**config.mk**
```make
export PLATFORM = sky130hd
export DESIGN_NAME = vga_scan_driver
export DESIGN_NICKNAME = d
export VERILOG_FILES = /design/src/rtl/vga_scan_driver.sv
export SDC_FILE = /design/constraint.sdc
export NUM_CORES = 1
export LEC_CHECK = 0
export ABC_AREA = 1
export CAP_MARGIN = 20
export CORE_ASPECT_RATIO = 0.9
export CORE_UTILIZATION = 52
export DETAILED_ROUTE_END_ITERATION = 16
export PLACE_DENSITY = 0.85
export SYNTH_ARGS = -nofsm -noshare
export SYNTH_HDL_FRONTEND = slang
export SYNTH_SLANG_ARGS = --single-unit
export TNS_END_PERCENT = 20
```
**constraint.sdc**
```tcl
create_clock -name clk -period 1.7 [get_ports clk]
set_input_delay 0.51 -clock clk [delete_from_list [all_inputs] [get_ports clk]]
set_output_delay 0.51 -clock clk [all_outputs]
set_load 0.02 [all_outputs]
```
**src/rtl/vga_scan_driver.sv**
```systemverilog
// vga_scan_driver: raster-scan timing generator for the VGA display path.
// Divides the system clock down to a pixel tick and walks xpos/ypos across
// the full line and frame. Sync and blanking terms go through a short delay
// line so that they line up with renderer colour returning PIPE ticks after
// its coordinate. RGB, hsync and vsync are registered on pixel ticks. Also
// produces a frame-start pulse and an animation toggle every ANIM_FRAMES
// frames.
module vga_scan_driver #(
  parameter int CLK_DIV     = 2,
  parameter int H_VISIBLE   = 640,
  parameter int H_FRONT     = 16,
  parameter int H_SYNC      = 96,
  parameter int H_BACK      = 48,
  parameter int V_VISIBLE   = 480,
  parameter int V_FRONT     = 10,
  parameter int V_SYNC      = 2,
  parameter int V_BACK      = 33,
  parameter int PIPE        = 0,
  parameter int ANIM_FRAMES = 8
) (
  input  logic       clk,
  input  logic       rst_n,
  input  logic [7:0] color,
  output logic [9:0] xpos,
  output logic [9:0] ypos,
  output logic       pix_tick,
  output logic       active,
  output logic [2:0] vga_r,
  output logic [2:0] vga_g,
  output logic [1:0] vga_b,
  output logic       hsync,
  output logic       vsync,
  output logic       frame_start,
  output logic       animation_cycle
);

  localparam int H_TOTAL = H_VISIBLE + H_FRONT + H_SYNC + H_BACK;
  localparam int V_TOTAL = V_VISIBLE + V_FRONT + V_SYNC + V_BACK;
  localparam int DIV_W   = $clog2(CLK_DIV) + 1;

  localparam logic [DIV_W-1:0] DIV_LAST = DIV_W'(CLK_DIV - 1);
  localparam logic [9:0] H_LAST    = 10'(H_TOTAL - 1);
  localparam logic [9:0] V_LAST    = 10'(V_TOTAL - 1);
  localparam logic [9:0] H_VIS     = 10'(H_VISIBLE);
  localparam logic [9:0] V_VIS     = 10'(V_VISIBLE);
  localparam logic [9:0] HS_START  = 10'(H_VISIBLE + H_FRONT);
  localparam logic [9:0] HS_END    = 10'(H_VISIBLE + H_FRONT + H_SYNC);
  localparam logic [9:0] VS_START  = 10'(V_VISIBLE + V_FRONT);
  localparam logic [9:0] VS_END    = 10'(V_VISIBLE + V_FRONT + V_SYNC);
  localparam logic [9:0] ANIM_LAST = 10'(ANIM_FRAMES - 1);

  // Delay-line entry for a blank, sync-inactive pixel: {hs, vs, active}.
  localparam logic [2:0] IDLE_TERMS = 3'b110;

  logic [DIV_W-1:0] div_r;
  logic [DIV_W-1:0] div_nxt_s;
  logic             pix_tick_r;
  logic [9:0]       xpos_r;
  logic [9:0]       ypos_r;
  logic [9:0]       x_nxt_s;
  logic [9:0]       y_nxt_s;
  logic             wrap_s;
  logic             frame_start_r;
  logic [9:0]       frame_cnt_r;
  logic             anim_r;
  logic             active_s;
  logic             hs_raw_s;
  logic             vs_raw_s;
  logic [2:0]       raw_s;
  logic [2:0]       dly_s;
  logic [7:0]       rgb_r;
  logic             hsync_r;
  logic             vsync_r;

  // Next divider value; wraps after CLK_DIV-1.
  always_comb begin
    div_nxt_s = div_r;
    if (div_r == DIV_LAST) begin
      div_nxt_s = '0;
    end else begin
      div_nxt_s = div_r + DIV_W'(1);
    end
  end

  // Divider and pixel tick; the tick is pre-computed so it is high exactly
  // while the divider holds its last value, and low throughout reset.
  always_ff @(posedge clk or negedge rst_n) begin
    if (!rst_n) begin
      div_r      <= '0;
      pix_tick_r <= 1'b0;
    end else begin
      div_r      <= div_nxt_s;
      pix_tick_r <= (div_nxt_s == DIV_LAST);
    end
  end

  // Next scan position; wrap_s flags the (last,last) -> (0,0) transition.
  always_comb begin
    x_nxt_s = xpos_r;
    y_nxt_s = ypos_r;
    wrap_s  = 1'b0;
    if (pix_tick_r) begin
      if (xpos_r == H_LAST) begin
        x_nxt_s = 10'd0;
        if (ypos_r == V_LAST) begin
          y_nxt_s = 10'd0;
          wrap_s  = 1'b1;
        end else begin
          y_nxt_s = ypos_r + 10'd1;
        end
      end else begin
        x_nxt_s = xpos_r + 10'd1;
      end
    end else begin
      x_nxt_s = xpos_r;
      y_nxt_s = ypos_r;
    end
  end

  // Scan counters, frame pulse and animation state.
  always_ff @(posedge clk or negedge rst_n) begin
    if (!rst_n) begin
      xpos_r        <= 10'd0;
      ypos_r        <= 10'd0;
      frame_start_r <= 1'b0;
      frame_cnt_r   <= 10'd0;
      anim_r        <= 1'b0;
    end else begin
      xpos_r        <= x_nxt_s;
      ypos_r        <= y_nxt_s;
      frame_start_r <= wrap_s;
      if (wrap_s) begin
        if (frame_cnt_r == ANIM_LAST) begin
          frame_cnt_r <= 10'd0;
          anim_r      <= ~anim_r;
        end else begin
          frame_cnt_r <= frame_cnt_r + 10'd1;
        end
      end
    end
  end

  // Undelayed visibility and sync terms for the coordinate now presented.
  always_comb begin
    active_s = (xpos_r < H_VIS) && (ypos_r < V_VIS);
    hs_raw_s = !((xpos_r >= HS_START) && (xpos_r < HS_END));
    vs_raw_s = !((ypos_r >= VS_START) && (ypos_r < VS_END));
    raw_s    = {hs_raw_s, vs_raw_s, active_s};
  end

  generate
    if (PIPE == 0) begin : g_no_pipe
      assign dly_s = raw_s;
    end else begin : g_pipe
      logic [2:0] stage_r [PIPE];

      // Align sync/blank terms with the renderer latency, one stage per tick.
      always_ff @(posedge clk or negedge rst_n) begin
        if (!rst_n) begin
          for (int i = 0; i < PIPE; i++) begin
            stage_r[i] <= IDLE_TERMS;
          end
        end else if (pix_tick_r) begin
          stage_r[0] <= raw_s;
          for (int i = 1; i < PIPE; i++) begin
            stage_r[i] <= stage_r[i-1];
          end
        end
      end

      assign dly_s = stage_r[PIPE-1];
    end
  endgenerate

  // Pin register: colour only while the aligned pixel is visible.
  always_ff @(posedge clk or negedge rst_n) begin
    if (!rst_n) begin
      rgb_r   <= 8'h00;
      hsync_r <= 1'b1;
      vsync_r <= 1'b1;
    end else if (pix_tick_r) begin
      rgb_r   <= dly_s[0] ? color : 8'h00;
      hsync_r <= dly_s[2];
      vsync_r <= dly_s[1];
    end
  end

  assign xpos            = xpos_r;
  assign ypos            = ypos_r;
  assign pix_tick        = pix_tick_r;
  assign active          = active_s;
  assign vga_r           = rgb_r[7:5];
  assign vga_g           = rgb_r[4:2];
  assign vga_b           = rgb_r[1:0];
  assign hsync           = hsync_r;
  assign vsync           = vsync_r;
  assign frame_start     = frame_start_r;
  assign animation_cycle = anim_r;

endmodule

```
==> flow_summary.yaml <==
power_and_ir_drop:
  power_mw: 1.88
  power.clock.fraction: 0.383
  ir_drop_mv: 0.379
  p_comb_frac: 0.042
  p_leak_nw: 1.60
  p_seq_frac: 0.575
  p_int_mw: 1.48
  p_sw_mw: 0.402
  switching_share: 0.213
  power.density_nw_per_um2: 580
timing:
  finClkSkew_ns: 0.00498
  max-slew-margin-rel: 0.712
  setup_ws_ns: -0.00654
  period_share: 1.00
  slew_viol_final: 0
  whs_ns: 0.0788
  hold_viol: 0
  rsz0062_at_grt: "true"
  finalSetupViolCount: 1
  setup_tns_ns: -0.00654
  finalCriticalPeriod_ns: 1.71
  fmax_mhz: 586
  worst_pin_slew_ns: 0.429
synth:
  syn_avg_cell_area_um2: 7.77
  synth_cell_type_count: 31
  synth.ff_latch_count: 45
  synth_warnings: 0
  synth_ff_type: "dfrtp_1"
  syn_inst: 311
  synth-edff-count: 0
  synth_nets: 326
  synthArstFlopShare: 1.00
  ys_seq_area_frac: 0.467
  syn-cell-area_um2: 2420
clock_network:
  cts_buffer_depth: 2
  insertion_delay_ns: 0.30
  cts_tree: "done"
  cts-root-buf: "clkbuf_8"
  holdBufCountCts: 0
  cts_sinks: 45
  path_clk_slew_ns: 0.08
  numCtsBuffers: 5
  h-tree-depth: 2
final_layout:
  final_common_cell: "nand2_1"
  diodes: 0
  drive_gt1_frac: 0.178
  fin_util: 0.728
  syn_to_final_growth_pct: 34.4
  final_cell_mix: "nand2_1 (87), dfrtp_1 (43), nor2_1 (32)"
  nNetsFinal: 402
critical_path:
  worstPathRequired_ns: 1.19
  path_max_fanout: 2
  crit_arrival_ns: 1.20
  reg2reg_slack_ns: 0.02
  worstRegToRegCells: 9
  timing_worst_setup_path_type: "reg -> out"
  path_common_cell: "nand2_2"
  r2r_end: "frame_cnt_r[4]"
  cp-start-kind: "flip-flop"
  end_kind: "primary output"
  critPathMaxStageDelay_ns: 0.40
  r2r_start: "xpos[1]"
  cp_slowest_cell: "dfrtp_1"
  worstPathCellList: "nand2_2, nor2_4, nand2_2, nand4_1, inv_1, buf_6"
  worst-path-buf-inv: 2
  path_delay_family: "flip-flops"
place:
  place_hpwl_um: 4010
  portBuffers: 43
  globalplace.congestion: 0.990
  place_ws_ns: -0.168
routing:
  met3_length_um: 300
  vias: 2280
  firstDrtPassIters: 4
  postRouteAntennaNets: 0
  drt-met1-wl_um: 2470
  vias_per_cell: 5.07
  highest-signal-layer: "met4"
  route.detailed.drc: 0
  wl_um: 5640
  route.met2.wl_um: 2750
  wl_per_cell_um: 12.5
  drtIter0Drc: 153
grt:
  grtUsageTotal: 0.241
  grt_pass1_wl_um: 8850
  antenna_found_initial: 0
  grt_pass1_vias: 2051
  overflow: 0
  grt_max_degree: 25
die:
  initial_core_util: 0.542
  die_y_um: 66.7
  die_w_um: 73.9
  placementRows: 23
  io_pins: 44
  die-area_um2: 4920
  core_um2: 4460
flow_run:
  cap_violations: 0
outcome:
  status: "finished with violations"
  violations: "setup timing"
hold_path:
  worstHoldPathType: "in -> async"
-- area by class of cell --
class	instances	area [um2]
Inverter	37	141
Multi-Input combinational cell	223	1150
Fill cell	340	1210
Tap cell	62	77.6
Timing Repair Buffer	75	649
Sequential cell	45	1130
Clock inverter	1	5.00
Clock buffer	7	96.3
-- worst reg2reg max path, delay by kind of cell, from the launching register on --
family                     cells  cell delay, ns
AOI/OAI and AO/OA              1            0.06
buffers and inverters          2            0.26
DFF                            1            0.42
adders and majority gates      1            0.20
and+or+nand+nor                5            0.62
-- kinds of logic after synthesis --
group                    Yosys count  share of synthesized area
AO/OA/AOI/OAI                     35                     0.0787
XOR/XNOR                          13                     0.0471
adder cells (fa/ha/maj)            5                     0.0259
buffers and inverters             43                     0.0725
flip-flops                        45                      0.467
AND/OR/NAND/NOR                  170                      0.309
-- cell usage after synthesis, types with 2 or more instances --
| master | count | area share |
|---|---|---|
| dfstp_2 | 2 | 0.022 |
| nor2_1 | 33 | 0.051 |
| o21ai_0 | 13 | 0.027 |
| nand3_1 | 24 | 0.050 |
| nand4_1 | 8 | 0.021 |
| xor2_1 | 7 | 0.025 |
| inv_2 | 3 | 0.0047 |
| or2_2 | 2 | 0.0052 |
| nor3_1 | 4 | 0.0083 |
| dfrtp_1 | 43 | 0.45 |
| o21ai_2 | 2 | 0.0073 |
| xnor2_1 | 6 | 0.022 |
| inv_1 | 33 | 0.051 |
| buf_2 | 3 | 0.0062 |
| nor2_2 | 2 | 0.0052 |
| nand2_1 | 92 | 0.14 |
| a21oi_1 | 3 | 0.0062 |
| ha_1 | 5 | 0.026 |
| o21ai_1 | 14 | 0.029 |
-- registers in the layout (all words and copies together), names as in the netlist --
signal / cells
vsync: 1
xpos: 10
rgb_r: 8
animation_cycle: 1
ypos: 10
hsync: 1
frame_cnt_r: 10
frame_start: 1
div_r: 2
pix_tick: 1
-- metrics by stage --
step                      cells  area (um2)
after floorplan             311        2420
after detailed placement    433        3070
final                       450        3250
after global routing        450        3250
after CTS                   441        3130
after global placement      433        3070
-- per-layer routing --
layer	up-vias	global-route usage
met5	-	0
met4	0	0.115
met3	14	0.0530
met2	69	0.406
met1	1050	0.291
li1	1147	-
-- worst max path at each step --
stage,from,depth (start not counted),end
CTS,ypos[7],6,active
detailed placement,ypos[7],6,active
global route,ypos[6],6,active
finish,ypos[6],6,active
global placement,ypos[7],6,active
floorplan,ypos[6],5,active
-- power groups by stage --
stage	Sequential (mW)	Clock, mW	Combinational [mW]
global placement	1.10	0	0.0871
floorplan	1.12	0	0.00708
CTS	1.08	0.745	0.0816
detailed placement	1.11	0	0.0882
global route	1.09	0.777	0.0899
finish	1.08	0.721	0.0798
-- repair_timing --
action,CTS,global route
gates cloned,0,2
pin swaps,0,7
setup buffers,0,7
resized for setup,35,29
setup endpoints to repair,34,18
No activity file was read; power rests on OpenSTA's default activity.
